<file path="config.mk">
export PLATFORM = sky130hd
export DESIGN_NAME = uart_bus_bridge
export DESIGN_NICKNAME = d
export VERILOG_FILES = /design/src/rtl/uart_bus_bridge.sv
export SDC_FILE = /design/constraint.sdc
export NUM_CORES = 1
export LEC_CHECK = 0
export ABC_AREA = 1
export ABC_CLOCK_PERIOD_IN_PS = 2100
export CAP_MARGIN = 10
export CORE_ASPECT_RATIO = 1.2
export CORE_MARGIN = 4
export CORE_UTILIZATION = 40
export DETAILED_ROUTE_END_ITERATION = 12
export GPL_TIMING_DRIVEN = 0
export PLACE_DENSITY = 0.66
export SLEW_MARGIN = 30
export SYNTH_ARGS = -nofsm -noshare
export SYNTH_HDL_FRONTEND = slang
export SYNTH_SLANG_ARGS = --single-unit
</file>
<file path="constraint.sdc">
create_clock -name clk -period 2.1 [get_ports clk]
set_input_delay 0.21 -clock clk [delete_from_list [all_inputs] [get_ports clk]]
set_output_delay 0.21 -clock clk [all_outputs]
set_load 0.1 [all_outputs]
</file>
<file path="src/rtl/uart_bus_bridge.sv">
// uart_bus_bridge: byte-stream command decoder that turns UART 'W'/'R' frames into 16-bit bus cycles.
// Replies 0x2B on write, two read-data bytes on read, 0x3F on an unknown opcode.
module uart_bus_bridge #(
    parameter int TIMEOUT = 40000
) (
    input  logic        clk,
    input  logic        reset,
    input  logic [7:0]  rx_data,
    input  logic        rx_valid,
    output logic [7:0]  tx_data,
    output logic        tx_valid,
    input  logic        tx_ready,
    output logic [15:0] address,
    output logic [15:0] dout,
    input  logic [15:0] din,
    output logic        rnw,
    output logic        bus_req,
    input  logic        bus_ack,
    output logic        halt,
    output logic        err_overrun
);
    localparam int CW = (TIMEOUT > 2) ? $clog2(TIMEOUT) : 1;
    localparam logic [CW-1:0] TMO_MAX = CW'(TIMEOUT - 1);

    typedef enum logic [2:0] {IDLE, ADDR_H, ADDR_L, DATA_H, DATA_L, BUS, TX_H, TX_L} state_t;

    state_t         state_q;
    logic [CW-1:0]  tmo_q;
    logic [15:0]    address_q, dout_q;
    logic [7:0]     tx_data_q, rd_lo_q;
    logic           rnw_q, bus_req_q, tx_valid_q, halt_q, err_q;
    logic           waiting, busy, tmo_hit;

    always_comb begin
        waiting = state_q inside {ADDR_H, ADDR_L, DATA_H, DATA_L};
        busy    = state_q inside {BUS, TX_H, TX_L};
        tmo_hit = waiting && !rx_valid && (tmo_q == TMO_MAX);
    end

    always_ff @(posedge clk) begin
        if (reset) begin
            state_q    <= IDLE;
            tmo_q      <= '0;
            address_q  <= '0;
            dout_q     <= '0;
            tx_data_q  <= '0;
            rd_lo_q    <= '0;
            rnw_q      <= 1'b1;
            bus_req_q  <= 1'b0;
            tx_valid_q <= 1'b0;
            halt_q     <= 1'b0;
            err_q      <= 1'b0;
        end else begin
            if (rx_valid)
                tmo_q <= '0;
            else if (waiting && tmo_q != TMO_MAX)
                tmo_q <= tmo_q + 1'b1;
            if (rx_valid && busy)
                err_q <= 1'b1;
            // A byte on the expiry edge wins over the timeout (tmo_hit needs !rx_valid)
            if (tmo_hit) begin
                state_q <= IDLE;
                halt_q  <= 1'b0;
            end else begin
                case (state_q)
                    IDLE: if (rx_valid) begin
                        halt_q <= 1'b1;
                        if (rx_data == 8'h57 || rx_data == 8'h52) begin
                            rnw_q   <= (rx_data == 8'h52);
                            state_q <= ADDR_H;
                        end else begin
                            tx_data_q  <= 8'h3F;
                            tx_valid_q <= 1'b1;
                            state_q    <= TX_L;
                        end
                    end
                    ADDR_H: if (rx_valid) begin
                        address_q[15:8] <= rx_data;
                        state_q         <= ADDR_L;
                    end
                    ADDR_L: if (rx_valid) begin
                        address_q[7:0] <= rx_data;
                        bus_req_q      <= rnw_q;
                        state_q        <= rnw_q ? BUS : DATA_H;
                    end
                    DATA_H: if (rx_valid) begin
                        dout_q[15:8] <= rx_data;
                        state_q      <= DATA_L;
                    end
                    DATA_L: if (rx_valid) begin
                        dout_q[7:0] <= rx_data;
                        bus_req_q   <= 1'b1;
                        state_q     <= BUS;
                    end
                    BUS: if (bus_ack) begin
                        bus_req_q  <= 1'b0;
                        tx_valid_q <= 1'b1;
                        tx_data_q  <= rnw_q ? din[15:8] : 8'h2B;
                        rd_lo_q    <= din[7:0];
                        state_q    <= rnw_q ? TX_H : TX_L;
                    end
                    TX_H: if (tx_ready) begin
                        tx_data_q <= rd_lo_q;
                        state_q   <= TX_L;
                    end
                    TX_L: if (tx_ready) begin
                        tx_valid_q <= 1'b0;
                        halt_q     <= 1'b0;
                        state_q    <= IDLE;
                    end
                    default: state_q <= IDLE;
                endcase
            end
        end
    end

    assign tx_data     = tx_data_q;
    assign tx_valid    = tx_valid_q;
    assign address     = address_q;
    assign dout        = dout_q;
    assign rnw         = rnw_q;
    assign bus_req     = bus_req_q;
    assign halt        = halt_q;
    assign err_overrun = err_q;
endmodule

</file>
==> Word-level counts from Yosys, hierarchy flattened <==
Cells that the tools add are included.
{ "word_totals": {"regBits": 72, "out_inout_bits": 45, "inputBits": 29} }
{ "op_classes": {"n_bitwise": 1, "n_eq_ne": 20, "add_sub_neg": 1, "mux": 28, "reduce_logical": 26} }
{ "ops": {"columns": ["cell", "count"], "rows": [
  ["8-bit 2-to-1 mux", 5],
  ["3-bit 2-to-1 mux", 10],
  ["3-bit one-hot mux with 8 select lines", 1],
  ["8-bit one-hot mux with 3 select lines", 1],
  ["2-bit inequality test, second input constant", 9],
  ["3-bit AND reduction", 6],
  ["16-bit by 1-bit adder with 16-bit output, second input constant", 1],
  ["16-bit equality test, second input constant", 1],
  ["8-bit by 7-bit equality test with 1-bit output, second input constant", 2],
  ["16-bit inequality test, second input constant", 1],
  ["3-bit equality test, second input constant", 4],
  ["6-bit AND reduction", 2],
  ["3-bit nonzero test", 4],
  ["1-bit 2-to-1 mux", 8],
  ["8-bit AND reduction", 1],
  ["3-bit by 2-bit equality test with 1-bit output, second input constant", 2],
  ["1-bit one-hot mux with 3 select lines", 2],
  ["5-bit AND reduction", 1],
  ["1-bit logical AND", 4],
  ["4-bit AND reduction", 1],
  ["4-bit nonzero test", 1],
  ["2-bit OR reduction", 2],
  ["3-bit by 1-bit equality test with 1-bit output, second input constant", 1],
  ["3-bit zero test", 1],
  ["other kinds (5)", 5]
]} }

==> Logic depth before layout (Yosys ltp) <==
{ "logic_depth": {"depth_word": 6, "mapped_depth": 11, "ltp_nobuf": 11} }

==> Worst setup path after synthesis <==
Ideal clock, no wire load.
{ "synth_path": {"path_kind": "reg2reg", "start": "register rnw_q (netlist: rnw)", "end": "register tx_data_q[1] (netlist: tx_data[1])", "period_less_slack_ns": 1.845, "required_ns": 1.983, "path_stages_with_launch": 8, "setup_ns": 0.117, "setup_slack_ns": 0.255, "t_arrival_ns": 1.728, "path_cell_list": "dfxtp_1 inv_1 nor2_1 o22ai_1 nor2_1 nand3_1 nand2_1 nor2_1"} }
{ "synth_between": {"elab_chain_len": 3} }
{ "synth_lines": {"columns": ["item", "line_no", "rtl"], "rows": [
  ["start: declaration", "31", "logic rnw_q, bus_req_q, tx_valid_q, halt_q, err_q;"],
  ["start signal: assignment", "69", "rnw_q <= (rx_data == 8'h52);"],
  ["8-bit 2-to-1 mux", "98", "tx_data_q <= rnw_q ? din[15:8] : 8'h2B;"],
  ["8-bit 2-to-1 mux", "95", "BUS: if (bus_ack) begin"],
  ["8-bit one-hot mux with 3 select lines", "65", "case (state_q)"],
  ["end signal: assignment", "98", null],
  ["end signal: assignment", "103", "tx_data_q <= rd_lo_q;"],
  ["end: declaration", "30", "logic [7:0] tx_data_q, rd_lo_q;"]
]} }
No other way between the ends. The select of a mux whose other input is x is not followed.
A chain may end at the register's enable or synchronous reset.

==> Worst setup path after layout <==
{ "layout_path": {"start": "register address_q[4] (netlist: address[4])", "end": "output port address[4]"} }
{ "layout_lines": {"columns": ["item", "line_no", "rtl"], "rows": [
  ["start: declaration", "29", "logic [15:0] address_q, dout_q;"],
  ["start signal: assignment", "82", "address_q[7:0] <= rx_data;"],
  ["end: declaration", "13", "output logic [15:0] address,"]
]} }
No word-level cell between the ends.

==> flow_summary.toml <==
[worst_setup_path]
path_delay_family = "buffers and inverters"
crit_path_start = "address[4]"
startpoint_type = "flop"
crit_required_ps = 1890
crit_chain = "clkdlybuf4s50_1"
rr_worst_depth = 8
ff2ff_setup_slack_ps = 420
crit_slowest_cell = "clkdlybuf4s50_1"
cp_slowest_stage_delay_ps = 1150
arrival_ps = 1850
crit_fanout = 2
r2r-end = "tx_data[3]"
cp.depth = 1
r2r_start = "tmo_q[0]"
critPathKind = "flop to primary output"
cp-end-kind = "primary output"
path_buf_inv = 1
critPathCapture = "address[4]"

[synthesis]
synth_top_area_frac = 0.430
syn-instance-count = 479
ys_warn_count = 0
synth.yosys.seq_area_share = 0.430
syn_nets = 509
synth_area_leaders = "dfxtp_1 43%, nand2_1 9.4%, nor2_1 8.7%, a21oi_1 7.3%, o21ai_0 6.6%"
syn-cell-area_mm2 = 0.00335
syn_avg_cell_area_um2 = 6.99
yosys.area.top_type = "dfxtp_1"
synth_seq_cells = 72
synth_cell_types = 33

[detailed_routing]
drt_iter0_drc = 224
via_per_inst = 4.88
via_count = 3326
detail_route.wl_per_cell_um = 13.1
antenna_left = 0
drc = 0
drt_pass1_iterations = 4
finalWirelength_um = 8940

[sta]
relSlewSlack = 0.331
fin_tns_setup_ps = 0
rsz0062_at_grt = "false"
max_freq_mhz = 485
hold_viol_final = 0
clock_skew_ps = 9.54
period_needed_ps = 2060
drv_slew = 0
fin_ws_ps = 38.1
hold_slack_ps = 460
worstMarginPinSlew_ps = 1000
setup_viol = 0
finalCritPeriodShare = 0.982

[clock_tree]
hold_buffers = 0
numCtsBuffers = 9
cts_htree_levels = 3
clk_latency_ps = 350
cts_setup_buffers = 0
cts.sinks = 72
clkTransAtPathRegs_ps = 70
cts.path.max_buffers = 2
cts_resized = 1
cts_tree = "yes"
cts_root_buf = "clkbuf_8"

[power]
finalPower_mw = 5.97
switching_power_mw = 3.11
p_leak_nw = 1.77
power_frac_clock = 0.157
power_frac_seq = 0.293
vdd_drop_max_uv = 676
pwr-share-comb = 0.550
p_sw_frac = 0.520
intPower_mw = 2.86
power_density_mw_per_mm2 = 1360

[placed_design]
port_buffers = 73
pre_cts_slack_ps = 71.7
dp_hpwl_um = 6690
place_congestion = 0.886
placed_area_mm2 = 0.00422
dp.cells = 666

[die]
die_w_um = 91.5
io_pins = 74
start_util = 0.411
die_h_um = 108
rows = 36
dieArea_mm2 = 0.00991
core_mm2 = 0.00815

[global_route]
grt_pass1_wl_um = 14900
overflow = 0
antenna_found_initial = 0
grt_max_degree = 13
grtUsageTotal = 0.185
grt_pass1_vias = 3248

[finish]
drive_gt1_frac = 0.0952
stdcell_area_mm2 = 0.00439
final_cell_mix = "84 x nand2_1, 78 x nor2_1, 72 x dfxtp_1"
syn2layout_area_growth_pct = 31.0
diodes = 0
utilization = 0.538
layout_commonest_cell = "nand2_1"
final_nets = 593
instances_no_fill = 681

[flow_run]
cap_violations = 0

[hold_path]
hp-start = "rd_lo_q[0]"
hold_depth = 2
hold_path.class = "flop to flop"

[status]
status = "finished, final reports clean"
## state kept, by name, summed over array words and instances (netlist names)
name         flops
rd_lo_q          8
halt             1
address         16
dout            16
tx_valid         1
bus_req          1
err_overrun      1
tx_data          8
rnw              1
tmo_q           16
state_q          3
## Yosys cell counts, drive strengths merged
cell    count
a21oi      50
o22ai       7
ha          1
o21ai      46
clkbuf      6
nor3        8
o211ai      1
clkinv      1
nand4       8
nand3      31
a31oi       3
nor2       87
xnor2       1
nand2      89
dfxtp      72
xor2        2
inv        52
buf        10
nand3b      1
o21a        2
o21bai      1
## per-layer routing
| layer | GRT usage | routed length, um | vias up |
|---|---|---|---|
| met5 | 0 | 0 | - |
| met4 | 0.0744 | 120 | 0 |
| met3 | 0.0452 | 560 | 14 |
| met2 | 0.301 | 4160 | 108 |
| met1 | 0.235 | 4100 | 1474 |
| li1 | - | - | 1730 |
## worst min-delay path by stage
stage                             end  slack, ps
after detailed placement   rd_lo_q[0]        450
after floorplan           address[12]        340
after global routing       rd_lo_q[4]        490
after global placement     rd_lo_q[0]        440
after CTS                  rd_lo_q[0]        460
final                      rd_lo_q[0]        460
## power by group through the flow
stage | combinational [mW] | sequential, mW | clock, mW
after floorplan | 1.19 | 3.14 | 0
after detailed placement | 3.28 | 1.78 | 0
final | 3.28 | 1.75 | 0.938
after global routing | 3.51 | 1.78 | 1.02
after CTS | 3.29 | 1.75 | 0.968
after global placement | 3.26 | 1.77 | 0
## area by class of cell
| type | instances | area [um^2] |
|---|---|---|
| flip-flops and latches | 72 | 1440 |
| inverters | 53 | 201 |
| clock buffers | 9 | 124 |
| clock inverters | 6 | 37.5 |
| fillers | 782 | 3760 |
| well taps | 114 | 143 |
| repair buffers | 73 | 734 |
| plain buffers | 16 | 104 |
| multi-input cells | 338 | 1600 |
## cell families (layout without fill, tap and decap cells)
| family | Yosys count | in the layout | share of synthesized area |
|---|---|---|---|
| simple gates | 224 | 224 | 0.294 |
| flops | 72 | 72 | 0.430 |
| xor+xnor | 3 | 3 | 0.00785 |
| compound gates | 110 | 110 | 0.173 |
| fa+ha+maj | 1 | 1 | 0.00373 |
| buf+inv | 69 | 157 | 0.0911 |
No activity file was read; power rests on OpenSTA's default activity.
